===== src/rtl/bin_to_bcd_seq_if.sv =====
// Handshake bundle between a binary producer and the sequential BCD converter.
// The master drives the request and operand; the slave reports progress and the result.
interface bin_to_bcd_seq_if #(
  parameter int WIDTH  = 8,
  parameter int DIGITS = 3
);
  logic                  start;
  logic [WIDTH-1:0]      bin_in;
  logic                  busy;
  logic                  done;
  logic [4*DIGITS-1:0]   bcd_out;

  modport master (
    output start,
    output bin_in,
    input  busy,
    input  done,
    input  bcd_out
  );

  modport slave (
    input  start,
    input  bin_in,
    output busy,
    output done,
    output bcd_out
  );
endinterface


===== src/rtl/bin_to_bcd_seq.sv =====
// Sequential double-dabble converter: one add-3 adjust plus one left shift per clock,
// WIDTH iterations per conversion, result held in bcd_out with a one-cycle done pulse.
module bin_to_bcd_seq #(
  parameter int WIDTH  = 8,
  parameter int DIGITS = 3
) (
  input  logic             clk,
  input  logic             reset,
  bin_to_bcd_seq_if.slave  bus
);

  localparam int CNT_W = $clog2(WIDTH + 1);
  localparam int BCD_W = 4 * DIGITS;

  typedef enum logic [1:0] {
    IDLE = 2'd0,
    CONV = 2'd1,
    DONE = 2'd2
  } state_t;

  state_t             state_reg;
  state_t             state_next;

  logic [WIDTH-1:0]   bin_sr_reg;
  logic [WIDTH-1:0]   bin_sr_next;
  logic [BCD_W-1:0]   scratch_reg;
  logic [BCD_W-1:0]   scratch_next;
  logic [CNT_W-1:0]   cnt_reg;
  logic [CNT_W-1:0]   cnt_next;
  logic [BCD_W-1:0]   bcd_out_reg;
  logic [BCD_W-1:0]   bcd_out_next;

  logic [BCD_W-1:0]   adjusted;
  logic [BCD_W-1:0]   shifted;
  logic               last_iter;
  logic               busy_comb;
  logic               done_comb;
  logic               unused_top_carry;

  // One add-3 cell per digit; inputs are always 0..9, so results stay in 0..12.
  generate
    for (genvar gi = 0; gi < DIGITS; gi++) begin : g_add3
      logic [3:0] digit;
      assign digit                = scratch_reg[4*gi +: 4];
      assign adjusted[4*gi +: 4]  = (digit >= 4'd5) ? digit + 4'd3 : digit;
    end
  endgenerate

  // The MSB shifted out of the top digit is discarded; DIGITS is sized so it is always zero.
  assign unused_top_carry = adjusted[BCD_W-1];
  assign shifted          = {adjusted[BCD_W-2:0], bin_sr_reg[WIDTH-1]};
  assign last_iter        = (cnt_reg == CNT_W'(1));

  // State register
  always_ff @(posedge clk) begin
    if (reset) begin
      state_reg <= IDLE;
    end else begin
      state_reg <= state_next;
    end
  end

  // Next-state logic
  always_comb begin
    state_next = state_reg;
    case (state_reg)
      IDLE:    if (bus.start) state_next = CONV;
      CONV:    if (last_iter) state_next = DONE;
      DONE:    state_next = IDLE;
      default: state_next = IDLE;
    endcase
  end

  // Output logic
  always_comb begin
    busy_comb = 1'b0;
    done_comb = 1'b0;
    case (state_reg)
      CONV:    busy_comb = 1'b1;
      DONE:    done_comb = 1'b1;
      default: begin
        busy_comb = 1'b0;
        done_comb = 1'b0;
      end
    endcase
  end

  // Datapath: capture in IDLE, adjust-and-shift in CONV, publish on the last shift.
  always_comb begin
    bin_sr_next  = bin_sr_reg;
    scratch_next = scratch_reg;
    cnt_next     = cnt_reg;
    bcd_out_next = bcd_out_reg;
    case (state_reg)
      IDLE: begin
        if (bus.start) begin
          bin_sr_next  = bus.bin_in;
          scratch_next = '0;
          cnt_next     = CNT_W'(WIDTH);
        end
      end
      CONV: begin
        scratch_next = shifted;
        bin_sr_next  = {bin_sr_reg[WIDTH-2:0], 1'b0};
        cnt_next     = cnt_reg - CNT_W'(1);
        if (last_iter) begin
          bcd_out_next = shifted;
        end
      end
      default: begin
        bin_sr_next  = bin_sr_reg;
      end
    endcase
  end

  always_ff @(posedge clk) begin
    if (reset) begin
      bin_sr_reg  <= '0;
      scratch_reg <= '0;
      cnt_reg     <= '0;
      bcd_out_reg <= '0;
    end else begin
      bin_sr_reg  <= bin_sr_next;
      scratch_reg <= scratch_next;
      cnt_reg     <= cnt_next;
      bcd_out_reg <= bcd_out_next;
    end
  end

  assign bus.busy    = busy_comb;
  assign bus.done    = done_comb;
  assign bus.bcd_out = bcd_out_reg;

endmodule


===== src/flat_wrapper.sv =====
// flat-port wrapper written by rule: the top's interface ports become plain ports
module bin_to_bcd_seq_flat 
#(
  parameter int WIDTH  = 8,
  parameter int DIGITS = 3
)
  (clk, reset, bus_start, bus_bin_in, bus_busy, bus_done, bus_bcd_out);
  bin_to_bcd_seq_if #(.WIDTH(WIDTH), .DIGITS(DIGITS)) bus_i ();
  input  logic clk;
  input  logic reset;
  input wire logic [$bits(bus_i.start)-1:0] bus_start;
  input wire logic [$bits(bus_i.bin_in)-1:0] bus_bin_in;
  output wire logic [$bits(bus_i.busy)-1:0] bus_busy;
  output wire logic [$bits(bus_i.done)-1:0] bus_done;
  output wire logic [$bits(bus_i.bcd_out)-1:0] bus_bcd_out;
  assign bus_i.start = bus_start;
  assign bus_i.bin_in = bus_bin_in;
  assign bus_busy = bus_i.busy;
  assign bus_done = bus_i.done;
  assign bus_bcd_out = bus_i.bcd_out;
  bin_to_bcd_seq #(.WIDTH(WIDTH), .DIGITS(DIGITS)) u_core (.clk(clk), .reset(reset), .bus(bus_i));
endmodule

===== config.mk =====
export PLATFORM = sky130hd
export DESIGN_NAME = bin_to_bcd_seq_flat
export DESIGN_NICKNAME = d
export VERILOG_FILES = /design/src/rtl/bin_to_bcd_seq_if.sv /design/src/rtl/bin_to_bcd_seq.sv /design/src/flat_wrapper.sv
export SDC_FILE = /design/constraint.sdc
export NUM_CORES = 1
export LEC_CHECK = 0
export CAP_MARGIN = 25
export CELL_PAD_IN_SITES_DETAIL_PLACEMENT = 1
export CELL_PAD_IN_SITES_GLOBAL_PLACEMENT = 1
export CORE_ASPECT_RATIO = 1.2
export CORE_MARGIN = 1
export CORE_UTILIZATION = 41
export CTS_CLUSTER_DIAMETER = 100
export DETAILED_ROUTE_END_ITERATION = 16
export PLACE_DENSITY_LB_ADDON = 0.1
export SYNTH_ARGS = -nofsm -noshare
export SYNTH_HDL_FRONTEND = slang
export SYNTH_SLANG_ARGS = --single-unit

===== constraint.sdc =====
create_clock -name clk -period 1.89 [get_ports clk]
set_input_delay 0.378 -clock clk [delete_from_list [all_inputs] [get_ports clk]]
set_output_delay 0.378 -clock clk [all_outputs]
set_load 0.1 [all_outputs]

== After elaboration in Yosys (flattened, before gate mapping) ==
Cells that the tools add are included.

* Multipliers: 0
* Bitwise logic cells: 0
* Equality and inequality tests: 5
* Add/sub/neg operators: 4
* Mux-type cells: 14
* Magnitude comparators: 3
* Divide/modulo/power cells: 0
* Shift operators: 0
* Reduce and logical (&&, ||, !) cells: 5

{| class="wikitable"
|+ Operators with widths
! cell !! count
|-
| one-hot mux 12 bit (2 select lines) || 1
|-
| one-hot mux 8 bit (2 select lines) || 1
|-
| greater-or-equal comparator 4 x 3 -> 1 bit, second input constant || 3
|-
| 2-to-1 mux 12 bit || 1
|-
| 2-to-1 mux 4 bit || 3
|-
| adder 4 x 2 -> 4 bit, second input constant || 2
|-
| 2-to-1 mux 8 bit || 1
|-
| one-hot mux 4 bit (2 select lines) || 1
|-
| AND reduction 2 bit || 3
|-
| equality test 4 x 1 -> 1 bit, second input constant || 1
|-
| 2-to-1 mux 2 bit || 2
|-
| one-hot mux 2 bit (2 select lines) || 1
|-
| subtractor 4 x 1 -> 4 bit, second input constant || 1
|-
| adder 3 x 2 -> 3 bit, second input constant || 1
|-
| 2-to-1 mux 3 bit || 1
|-
| equality test 2 x 1 -> 1 bit, second input constant || 1
|-
| equality test 2 bit, second input constant || 1
|-
| logical NOT 2 bit || 1
|-
| 2-to-1 mux 1 bit || 2
|-
| inequality test 2 x 1 -> 1 bit, second input constant || 1
|-
| inequality test 2 bit, second input constant || 1
|-
| nonzero test 2 bit || 1
|}

* Bits in read-only memories: 0
* Bits in registers: 38
* Output and inout bits: 14
* Bits in latches: 0
* Memories: 0
* Logic and storage cells: 36
* RAM bits: 0

== Logic depth before layout (Yosys ltp) ==
Gate-level depths: netlist of run 1.

* Word-level depth: 3
* Gate-level depth with buffers: 7
* Mapped depth without buffers: 6

== Least setup slack after synthesis of run 1 ==
Ideal clock, no wire load.

* Kind: reg-to-output
* Start point: register u_core.state_reg[1]
* End point: output bus_done
* Slack: -0.496 ns
* Path buffers: 2
* Data required time: 1.512 ns
* Arrival time: 2.008 ns
* Stages on the path, launching flop included: 4
* Cells stage by stage: dfxtp_1 > buf_2 > buf_2 > nor2b_1

* Word-level cells in the longest chain between the ends: 2

{| class="wikitable"
|+ Ends and longest elaborated chain
! what !! line !! text
|-
| start: declaration || bin_to_bcd_seq.sv:21 || <nowiki>state_t state_reg;</nowiki>
|-
| start signal: assignment || bin_to_bcd_seq.sv:59 || <nowiki>state_reg <= state_next;</nowiki>
|-
| equality test 2 bit || bin_to_bcd_seq.sv:78 || <nowiki>case (state_reg)</nowiki>
|-
| 2-to-1 mux 1 bit || bin_to_bcd_seq.sv:78 ||
|-
| end: declaration || flat_wrapper.sv:14 || <nowiki>output wire logic [$bits(bus_i.done)-1:0] bus_done;</nowiki>
|}

No other way between the ends.

== Final worst setup path of run 1 ==
* Start point: register u_core.state_reg[0]
* End point: output bus_busy

* Word-level cells in the longest chain between the ends: 2

{| class="wikitable"
|+ Ends and longest elaborated chain
! what !! line !! text
|-
| equality test 2 x 1 -> 1 bit || bin_to_bcd_seq.sv:78 ||
|-
| 2-to-1 mux 1 bit || bin_to_bcd_seq.sv:78 ||
|-
| end: declaration || flat_wrapper.sv:13 || <nowiki>output wire logic [$bits(bus_i.busy)-1:0] bus_busy;</nowiki>
|}

No other way between the ends.

==> out/qor.csv, run 1 <==
stage;metric;value;unit
run_status;status;completed;
final_layout;Fill cells;522;
flow_run;max-cap viol count;0;
global_routing;initial antenna violation count;0;
sta;worst setup margin;0.118;ns
setup_path;Critical Path End Type;output pin;
final_layout;most frequent cells in the layout;dfxtp_1, nor2_1, a21oi_1, buf_4, inv_1;
sta;final hold slack;0.493;ns
setup_path;Startpoint Class;flip-flop;
global_routing;first-pass GRT wire length;8250;um
placement;Placer Congestion;0.758;
clock_network;clk root buf;clkbuf_8;
clock_network;H-tree lvl count;2;
placement;worst slack at placement;0.120;ns
power_and_ir_drop;Leakage;0.854;nW
detailed_routing;via/cell ratio;5.49;
detailed_routing;first drt pass iteration count;4;
sta;fmax;564;MHz
clock_network;Max Root-Sink Buffers;2;
synthesis;syn avg cell area;8.96;sq um
synthesis;share of the synthesized area in the top cell type;39.5;%
sta;RSZ-0062 raised after global routing;false;
detailed_routing;met2 wire len;2570;um
clock_network;number of buffers created by CTS;5;
synthesis;Post-synth EDFFs;0;
sta;Final Setup Violations;0;
placement;Port Buf Inserts;24;
final_layout;n_diodes;0;
global_routing;grt ovf;0;
detailed_routing;Antenna Nets Post-Route;0;
synthesis;Post-Synthesis Cells;215;
synthesis;Synth area leader;dfxtp_1;
final_layout;most common cell after layout, fill and taps aside;dfxtp_1;
synthesis;Synth Cell Area;0.00193;sq mm
setup_path;arrival time at the worst endpoint;1.39;ns
clock_network;CTS tree;built;
final_layout;area occupied by registers;761;sq um
setup_path;CP Class;flip-flop to output pin;
sta;final hold viol count;0;
sta;slew of the pin with the lowest slew margin;0.350;ns
final_layout;nets;260;
setup_path;CP max FO;10;
synthesis;#FFs+latches synth;38;
sta;Max Clock Skew;0.00926;ns
synthesis;ys flop type;dfxtp_1;
clock_network;Clock Sinks;38;
detailed_routing;Metal-1 WL;2000;um
synthesis;Ys Warns;0;
die;Top Ports;25;
synthesis;Synth async-reset ratio;0;%
clock_network;Post-CTS Resized;0;
clock_network;clk slew on worst S/H paths;0.07;ns
final_layout;share of cells above drive strength 1;22.3;%
synthesis;synth unique cells;37;
detailed_routing;final wirelength;4750;um
sta;fin crit share;93.8;%
synthesis;fraction of the yosys area taken by sequential cells;39.5;%
sta;Slew HR;76.4;%
sta;Setup TNS;0;ns
clock_network;Setup Fix Bufs, Post-CTS;0;
detailed_routing;DRT iter0 DRCs;63;
power_and_ir_drop;power per standard cell area;752;mW/mm^2
die;Initial Util;43.9;%
sta;Slew Viols, Final;0;
die;die area;0.00498;sq mm
placement;Cells after DPL;290;
die;Rows;26;
clock_network;worst skew pair latency;0.28;ns
setup_path;CP Data Required Time;1.51;ns
power_and_ir_drop;peak supply drop;479;uV
final_layout;footprint of the multi-input gates;0.00102;sq mm
detailed_routing;uppermost routed layer;met4;
die;chip height;77.1;um
hold_path;worst hold-check path type;flip-flop to flip-flop;
global_routing;largest net degree at the start of global routing;20;
die;die span in x;64.6;um
global_routing;All-Layer GR Usage;21.2;%
detailed_routing;DRC;0;
global_routing;vias in the first global route;1778;
synthesis;syn nets;234;
sta;minimum clock period;1.77;ns
placement;detailed placement HPWL;3530;um
detailed_routing;Wirelength per Cell;15.9;um
clock_network;hold_buf cts;0;
final_layout;Non-Filler Instances;298;
detailed_routing;routed vias;1636;
synthesis;ranking of synthesized cells by area;dfxtp_1, a21oi_1, nor2_1;
final_layout;Synth-to-Final Area Change;20.9;%
detailed_routing;met3 routed WL;143;um
die;Core Box Area;0.00439;sq mm
==> layer usage <==
layer | GRT usage, % | up-vias
met1 | 22.7 | 797
met5 | 0 | -
met4 | 5.78 | 0
met2 | 40.7 | 31
met3 | 4.17 | 4
li1 | - | 804
==> cell type report <==
| type | count | area share (%) |
|---|---|---|
| clock buffer | 7 | 3.71 |
| clock inverter | 1 | 0.215 |
| inverter | 17 | 2.74 |
| multi-input combinational | 146 | 43.8 |
| sequential | 38 | 32.7 |
| tap | 56 | 3.01 |
| timing repair buffer | 33 | 13.9 |
==> synth_stat cells (2+ instances only) <==
library cell and n:
a211oi_1 2, a22oi_1 3, ha_1 8, o21ai_1 8, a211oi_2 4, nand2_1 2, inv_1 15, nor2_1 29
o32ai_1 5, inv_2 2, o221a_1 2, o22ai_2 6, mux2_2 3, a2111oi_2 3, dfxtp_1 38, nor3_1 4
nor2b_1 4, clkbuf_1 6, nand2b_1 12, o22ai_1 3, nand3_1 3, nor2_2 2, xnor2_1 3, o21ai_0 3
buf_2 4, nand3b_1 4, buf_6 3, nor3b_1 4, a21oi_1 22
==> worst max-delay path: stages, from the launching register on <==
cell and delay, ns:
dfxtp_1 0.49, nand2b_1 0.14, inv_2 0.08, buf_4 0.21, buf_12 0.20
==> metrics by stage <==
step                      area [sq um]  util, %  total power [mW]
final                             2330     53.0              1.75
after detailed placement          2240     51.0              1.19
after CTS                         2330     53.0              1.78
after floorplan                   1930        -              1.09
after global placement            2240     51.0              1.17
after global routing              2330     53.0              1.84
==> logic make-up after synthesis <==
| family | share of synthesized area (%) |
|---|---|
| compound gates | 25.0 |
| xor+xnor | 1.36 |
| fa+ha+maj | 5.20 |
| buf+inv | 7.66 |
| flops | 39.5 |
| mux | 2.86 |
| simple gates | 18.4 |
==> worst paths after layout <==
path | start | endpoint | slack (ns) | depth (start not counted)
setup / recovery | u_core.state_reg[0] | bus_busy | 0.12 | 4
hold / removal | u_core.scratch_reg[11] | u_core.scratch_reg[11] | 0.49 | 2
setup reg to reg | u_core.scratch_reg[1] | u_core.bus.bcd_out[2] | 0.22 | 6
hold reg to reg | u_core.scratch_reg[11] | u_core.scratch_reg[11] | 0.49 | 2
==> power by group <==
part / internal, mW / switching (mW) / total, mW
registers: 0.835 / 0.0312 / 0.866
logic: 0.120 / 0.183 / 0.303
clock network: 0.295 / 0.288 / 0.583
total: 1.25 / 0.502 / 1.75
(Power assumes the default switching activity.)
==> inputs of run 2 (changes only) <==
- CORE_MARGIN: 1 -> not set
- CTS_CLUSTER_DIAMETER: 100 -> 40
==> results of run 2 <==
Final layout, timing and power as in run 1 (identical DEF).
